`src/rtl/dlx_decode_stage.sv`:
```
// dlx_decode_stage: DLX instruction decode with a registered ID/EX output, load-use interlock and MULT hold
module dlx_decode_stage #(
    parameter int ALUOP_W   = 5,
    parameter int MUL_LAT   = 4,
    parameter bit HAZARD_EN = 1'b1
) (
    input  logic               clk,
    input  logic               rst_n,
    input  logic               in_valid,
    output logic               in_ready,
    input  logic [31:0]        instr,
    output logic               out_valid,
    input  logic               out_ready,
    output logic               RegWr,
    output logic               RegDst,
    output logic               ExtOp,
    output logic               ALUSrc,
    output logic [ALUOP_W-1:0] ALUOp,
    output logic               Branch,
    output logic               MemWr,
    output logic               MemToReg,
    output logic [4:0]         rs1_o,
    output logic [4:0]         rs2_o,
    output logic [4:0]         dst_o,
    output logic [15:0]        imm_o
);
    localparam logic [1:0] RUN     = 2'd0;
    localparam logic [1:0] BUBBLE  = 2'd1;
    localparam logic [1:0] MULHOLD = 2'd2;
    localparam int CW = (MUL_LAT > 1) ? $clog2(MUL_LAT) : 1;
    localparam logic [5:0] OP_R    = 6'h00;
    localparam logic [5:0] OP_ADDI = 6'h08;
    localparam logic [5:0] OP_LW   = 6'h23;
    localparam logic [5:0] OP_SW   = 6'h2B;
    localparam logic [5:0] OP_BEQZ = 6'h04;
    localparam logic [5:0] OP_BNEZ = 6'h05;
    localparam logic [5:0] FN_MULT = 6'h0E;

    typedef struct packed {
        logic               reg_wr;
        logic               reg_dst;
        logic               ext_op;
        logic               alu_src;
        logic [ALUOP_W-1:0] alu_op;
        logic               branch;
        logic               mem_wr;
        logic               mem_to_reg;
        logic [4:0]         rs1;
        logic [4:0]         rs2;
        logic [4:0]         dst;
        logic [15:0]        imm;
    } idex_t;

    idex_t         dec, idex_d, idex_q;
    logic          valid_d, valid_q;
    logic [1:0]    fsm_d, fsm_q;
    logic [CW-1:0] cnt_d, cnt_q;
    logic [5:0]    op;
    logic [4:0]    wr_dst;
    logic          uses_rs2, is_mult, hazard, load, take, bubble;

    assign op       = instr[31:26];
    assign uses_rs2 = op == OP_R || op == OP_SW;
    assign is_mult  = op == OP_R && instr[5:0] == FN_MULT;

    // Decode the presented instruction; r0 destinations are squashed to no write
    always_comb begin
        dec     = idex_t'(0);
        dec.rs1 = instr[25:21];
        dec.rs2 = instr[20:16];
        dec.imm = instr[15:0];
        case (op)
            OP_R:    begin dec.reg_wr = 1'b1; dec.reg_dst = 1'b1; dec.alu_op = ALUOP_W'(instr[4:0]); end
            OP_ADDI: begin dec.reg_wr = 1'b1; dec.ext_op = 1'b1; dec.alu_src = 1'b1; end
            OP_LW:   begin dec.reg_wr = 1'b1; dec.ext_op = 1'b1; dec.alu_src = 1'b1; dec.mem_to_reg = 1'b1; end
            OP_SW:   begin dec.mem_wr = 1'b1; dec.ext_op = 1'b1; dec.alu_src = 1'b1; end
            OP_BEQZ, OP_BNEZ: begin dec.branch = 1'b1; dec.ext_op = 1'b1; dec.alu_op = ALUOP_W'(2); end
            default: ;
        endcase
        wr_dst     = dec.reg_dst ? instr[15:11] : instr[20:16];
        dec.reg_wr = dec.reg_wr && wr_dst != 5'd0;
        dec.dst    = dec.reg_wr ? wr_dst : 5'd0;
    end

    // A load in ID/EX whose destination feeds the presented instruction blocks it
    assign hazard = HAZARD_EN && valid_q && idex_q.mem_to_reg && idex_q.dst != 5'd0 && in_valid &&
                    (idex_q.dst == instr[25:21] || (uses_rs2 && idex_q.dst == instr[20:16]));
    assign load     = !valid_q || out_ready;
    assign in_ready = rst_n && fsm_q == RUN && load && !hazard;
    assign take     = in_valid && in_ready;
    assign bubble   = fsm_q == RUN && load && hazard;

    // ID/EX next value: new decode, bubble, or empty when free; otherwise hold
    always_comb begin
        valid_d = load ? take || bubble : valid_q;
        idex_d  = !load ? idex_q : take ? dec : idex_t'(0);
    end

    // Sequencer: one BUBBLE cycle after a load-use stall, MUL_LAT-1 EX-paced cycles after MULT
    always_comb begin
        fsm_d = fsm_q;
        cnt_d = cnt_q;
        if (bubble) fsm_d = BUBBLE;
        else if (take && is_mult && MUL_LAT > 1) begin
            fsm_d = MULHOLD;
            cnt_d = CW'(MUL_LAT - 1);
        end
        else if (fsm_q == BUBBLE) fsm_d = RUN;
        else if (fsm_q == MULHOLD && out_ready) begin
            cnt_d = cnt_q - CW'(1);
            fsm_d = cnt_q == CW'(1) ? RUN : MULHOLD;
        end
    end

    // State registers with synchronous active-low reset
    always_ff @(posedge clk) begin
        if (!rst_n) begin
            valid_q <= 1'b0;
            idex_q  <= idex_t'(0);
            fsm_q   <= RUN;
            cnt_q   <= '0;
        end else begin
            valid_q <= valid_d;
            idex_q  <= idex_d;
            fsm_q   <= fsm_d;
            cnt_q   <= cnt_d;
        end
    end

    assign out_valid = valid_q;
    assign RegWr     = idex_q.reg_wr;
    assign RegDst    = idex_q.reg_dst;
    assign ExtOp     = idex_q.ext_op;
    assign ALUSrc    = idex_q.alu_src;
    assign ALUOp     = idex_q.alu_op;
    assign Branch    = idex_q.branch;
    assign MemWr     = idex_q.mem_wr;
    assign MemToReg  = idex_q.mem_to_reg;
    assign rs1_o     = idex_q.rs1;
    assign rs2_o     = idex_q.rs2;
    assign dst_o     = idex_q.dst;
    assign imm_o     = idex_q.imm;
endmodule

```
`config.mk`:
```
export PLATFORM = sky130hd
export DESIGN_NAME = dlx_decode_stage
export DESIGN_NICKNAME = d
export VERILOG_FILES = /design/src/rtl/dlx_decode_stage.sv
export SDC_FILE = /design/constraint.sdc
export NUM_CORES = 1
export LEC_CHECK = 0
export BUFFER_PORTS_ARGS = -buffer_cell sky130_fd_sc_hd__clkbuf_2
export CAP_MARGIN = 20
export CELL_PAD_IN_SITES_DETAIL_PLACEMENT = 1
export CELL_PAD_IN_SITES_GLOBAL_PLACEMENT = 2
export CORE_MARGIN = 1
export CORE_UTILIZATION = 28
export DETAILED_ROUTE_END_ITERATION = 8
export PLACE_DENSITY_LB_ADDON = 0.25
export SYNTH_ARGS = -nofsm -noshare
export SYNTH_HDL_FRONTEND = slang
export SYNTH_SLANG_ARGS = --single-unit
```
`constraint.sdc`:
```
create_clock -name clk -period 2.3 [get_ports clk]
set_clock_uncertainty 0.1 [all_clocks]
set_input_delay 0.345 -clock clk [delete_from_list [all_inputs] [get_ports clk]]
set_output_delay 0.345 -clock clk [all_outputs]
set_load 0.02 [all_outputs]
```
==> run metrics <==
Rel. slew slack=71.66%; DRT iter0 DRCs=30; die area=roughly 8600 sq um; CP Launch Type=flip-flop; TritonCTS clock tree=yes; Fmax=441.4 MHz; Critical Path RT=roughly 1.9 ns; Crit. End Element=output port; nets=389; RSZ-0062 raised after global routing=true; CTS root buf=clkbuf_8; CTS Buf Count=5; reg2reg end=Branch$_SDFFE_PN0N_; vias in the first global route=about 2,200; PortBufs=80; setup ws final=~0.034 ns; WL/cell=around 15 um; Post-synth ARST share=0%; DPL Wire Length=4.930 mm; Max Cap Viol=0; area delta synth->final=34.18%; Post-Syn Area per Cell=slightly below 9 sq um; Endpoint, Worst Hold=imm_o[6]$_SDFFE_PN0N_; antenna-violating nets left=0; Critical R2R Launch=dst_o[3]$_SDFFE_PN0N_; Crit Path Class=reg2out; count leader, synth=nand2_1; maximum net fanout on the critical path=4; max incr delay on CP=a little under 0.5 ns; router iterations before antenna repair=4; Initial Utilization=between 20 and 30%; post-DR vias/cell=4.712; drt drc=0; Non-Filler Instances=about 460; # H-tree levels=2; Post-Syn Instances=approximately 260; register bit count reported by yosys=48; period utilization=between 90% and 100%; Die Wd=~93 um; CP max-delay cell=or4_4; sequential share of the synthesized area=about 42%; vias after detailed routing=around 2,100; # rows=32; top_reg_cell synth=dfxtp_1; worst slew pin tran=about 0.42 ns; setup slack, reg-to-reg=~0.21 ns; worst path cell trace=buf_6, or4_4, o2111ai_4, a21oi_4, nor2_2, buf_6; total global-route track usage=about 16%; Placed Cells=between 400 and 500; Final min period=2.266 ns; top cells by area, synth=dfxtp_1 42%, o31ai_2 13%, nand2_1 10%; Final Power=~1.8 mW; Post-DP Area=~2900 sq um; grt total ovfl=0; Lkg Pwr=around 1.4 nW; Die Ht=92.90 um; Inserted Diodes=0; Final Instance Area=just over 3000 sq um; r2r worst-path depth=7; Placer Congestion=around 0.81; # setup viols final=0; num ports=81; initial antenna violation count=0; Synth cell types=37; Crit path arrival time=1.82 ns; VDD IR max=about 0.00023 V; top cell type by total area after synthesis=dfxtp_1; core region area=7848 sq um; cell area after synthesis=2313 sq um; Bufs on Longest Clock Path=2; clock latency at the later pin of the worst-skew pair=0.31 ns; fin. max-slew vios=0; most used cell, CP=buf_6; clk slew on worst S/H paths=about 0.10 ns; first-pass GRT wire length=roughly 11 mm; layout cells sized above 1=between 30 and 40%; CP delay by family, top=simple AND/OR/NAND/NOR gates; YS warnings=0; top cells by count, synth=63 x nand2_1, 48 x dfxtp_1, 27 x inv_1; Core Util, Final=around two fifths; Placement Setup Slack=about 0.094 ns; status=finished, final reports clean; Fin. Hold Viols=0; WL final=~6.7 mm; clock tree sinks=48; buffering stage count on the worst path with inverters included=2; power density over the cells=approximately 590 nW/um^2; Worst Hold Launch=instr[6]; Worst Hold Class=in2reg; largest net degree at the start of global routing=44; syn_nets=301; EDFF count, synth=0; hold depth=3; fraction of post-synthesis cell area in the top cell type by area=between 40% and 50%
## cell type report
| cell class | count | area [sq um] |
|---|---|---|
| Clock buffer | 5 | 68.82 |
| Clock inverter | 3 | 68.82 |
| Fill cell | 967 | 4743 |
| Inverter | 27 | 101.3 |
| Multi-Input combinational cell | 177 | 1234 |
| Sequential cell | 48 | 970.9 |
| Tap cell | 102 | 127.6 |
| Timing Repair Buffer | 93 | 533.0 |
## worst reg2reg max path, cell delays in order (launching register included)
cell	delay, ns
dfxtp_4	0.39
buf_6	0.12
or4_4	0.49
o2111ai_4	0.23
a21oi_4	0.05
buf_4	0.15
buf_4	0.21
o31ai_1	0.26
## state kept, by name, summed over array words and instances (netlist names), 2 cells and up
signal  count
imm_o      16
cnt_q       2
rs1_o       5
rs2_o       5
dst_o       5
ALUOp       5
fsm_q       2
## worst max-delay path by stage
stage                                      from       end  depth (start not counted)
after floorplan           dst_o[1]$_SDFFE_PN0N_  in_ready                          5
after global placement                instr[19]  in_ready                          7
after detailed placement              instr[19]  in_ready                          7
after CTS                 dst_o[1]$_SDFFE_PN0N_  in_ready                          5
after global routing      dst_o[3]$_SDFFE_PN0N_  in_ready                          6
final                     dst_o[3]$_SDFFE_PN0N_  in_ready                          6
## per-stage QoR
stage	TNS, ns	hold slack, ns
floorplan	0	0.3776
finish	0	0.1722
global route	-0.05802	0.1660
detailed placement	0	0.3499
CTS	0	0.1601
global placement	0	0.3446
## cells in the final DEF, fill, tap and decap left out, types with 2 or more instances in the layout
| cell type | n |
|---|---|
| a21oi_1 | 3 |
| buf_12 | 2 |
| buf_4 | 10 |
| buf_6 | 2 |
| bufinv_16 | 2 |
| clkbuf_2 | 79 |
| clkbuf_8 | 5 |
| dfxtp_1 | 44 |
| dfxtp_2 | 2 |
| dfxtp_4 | 2 |
| inv_1 | 27 |
| mux2i_1 | 5 |
| nand2_1 | 63 |
| nand3_1 | 7 |
| nand3b_1 | 2 |
| nand4_1 | 5 |
| nor2_1 | 10 |
| nor3_1 | 3 |
| nor4_1 | 2 |
| o21ai_0 | 3 |
| o21ai_1 | 14 |
| o31ai_1 | 4 |
| o31ai_2 | 24 |
| o31ai_4 | 2 |
| xnor2_1 | 4 |
| xor2_1 | 6 |
## repair_timing
action,in CTS,in global routing
pin swaps,4,6
setup buffers,3,3
endpoints found under the setup margin,1,1
resized for setup,5,12
hold buffers,0,0
## layer usage
metal | GRT usage [%] | part of all wire [%] | up-vias
met5 | 0 | 0 | -
met4 | 4.231 | 1.0 | 0
met3 | 3.448 | 4.8 | 6
met2 | 28.25 | 47 | 62
met1 | 20.06 | 47 | 1002
li1 | - | - | 1074
## cells by family after synthesis
| kind of cell | Yosys count | share of synthesized area, % |
|---|---|---|
| compound gates | 56 | 23.20 |
| simple gates | 103 | 20.23 |
| fa+ha+maj | 1 | 0.5407 |
| mux | 6 | 2.650 |
| flops | 48 | 41.54 |
| xor+xnor | 11 | 4.164 |
| buf+inv | 39 | 7.680 |
## power by group
group / internal, mW / switching, mW / leakage [nW]
logic: 0.0805 / 0.135 / 0.980
registers: 0.852 / 0.0136 / 0.393
clock network: 0.438 / 0.312 / 0.0687
(Power assumes the default switching activity.)
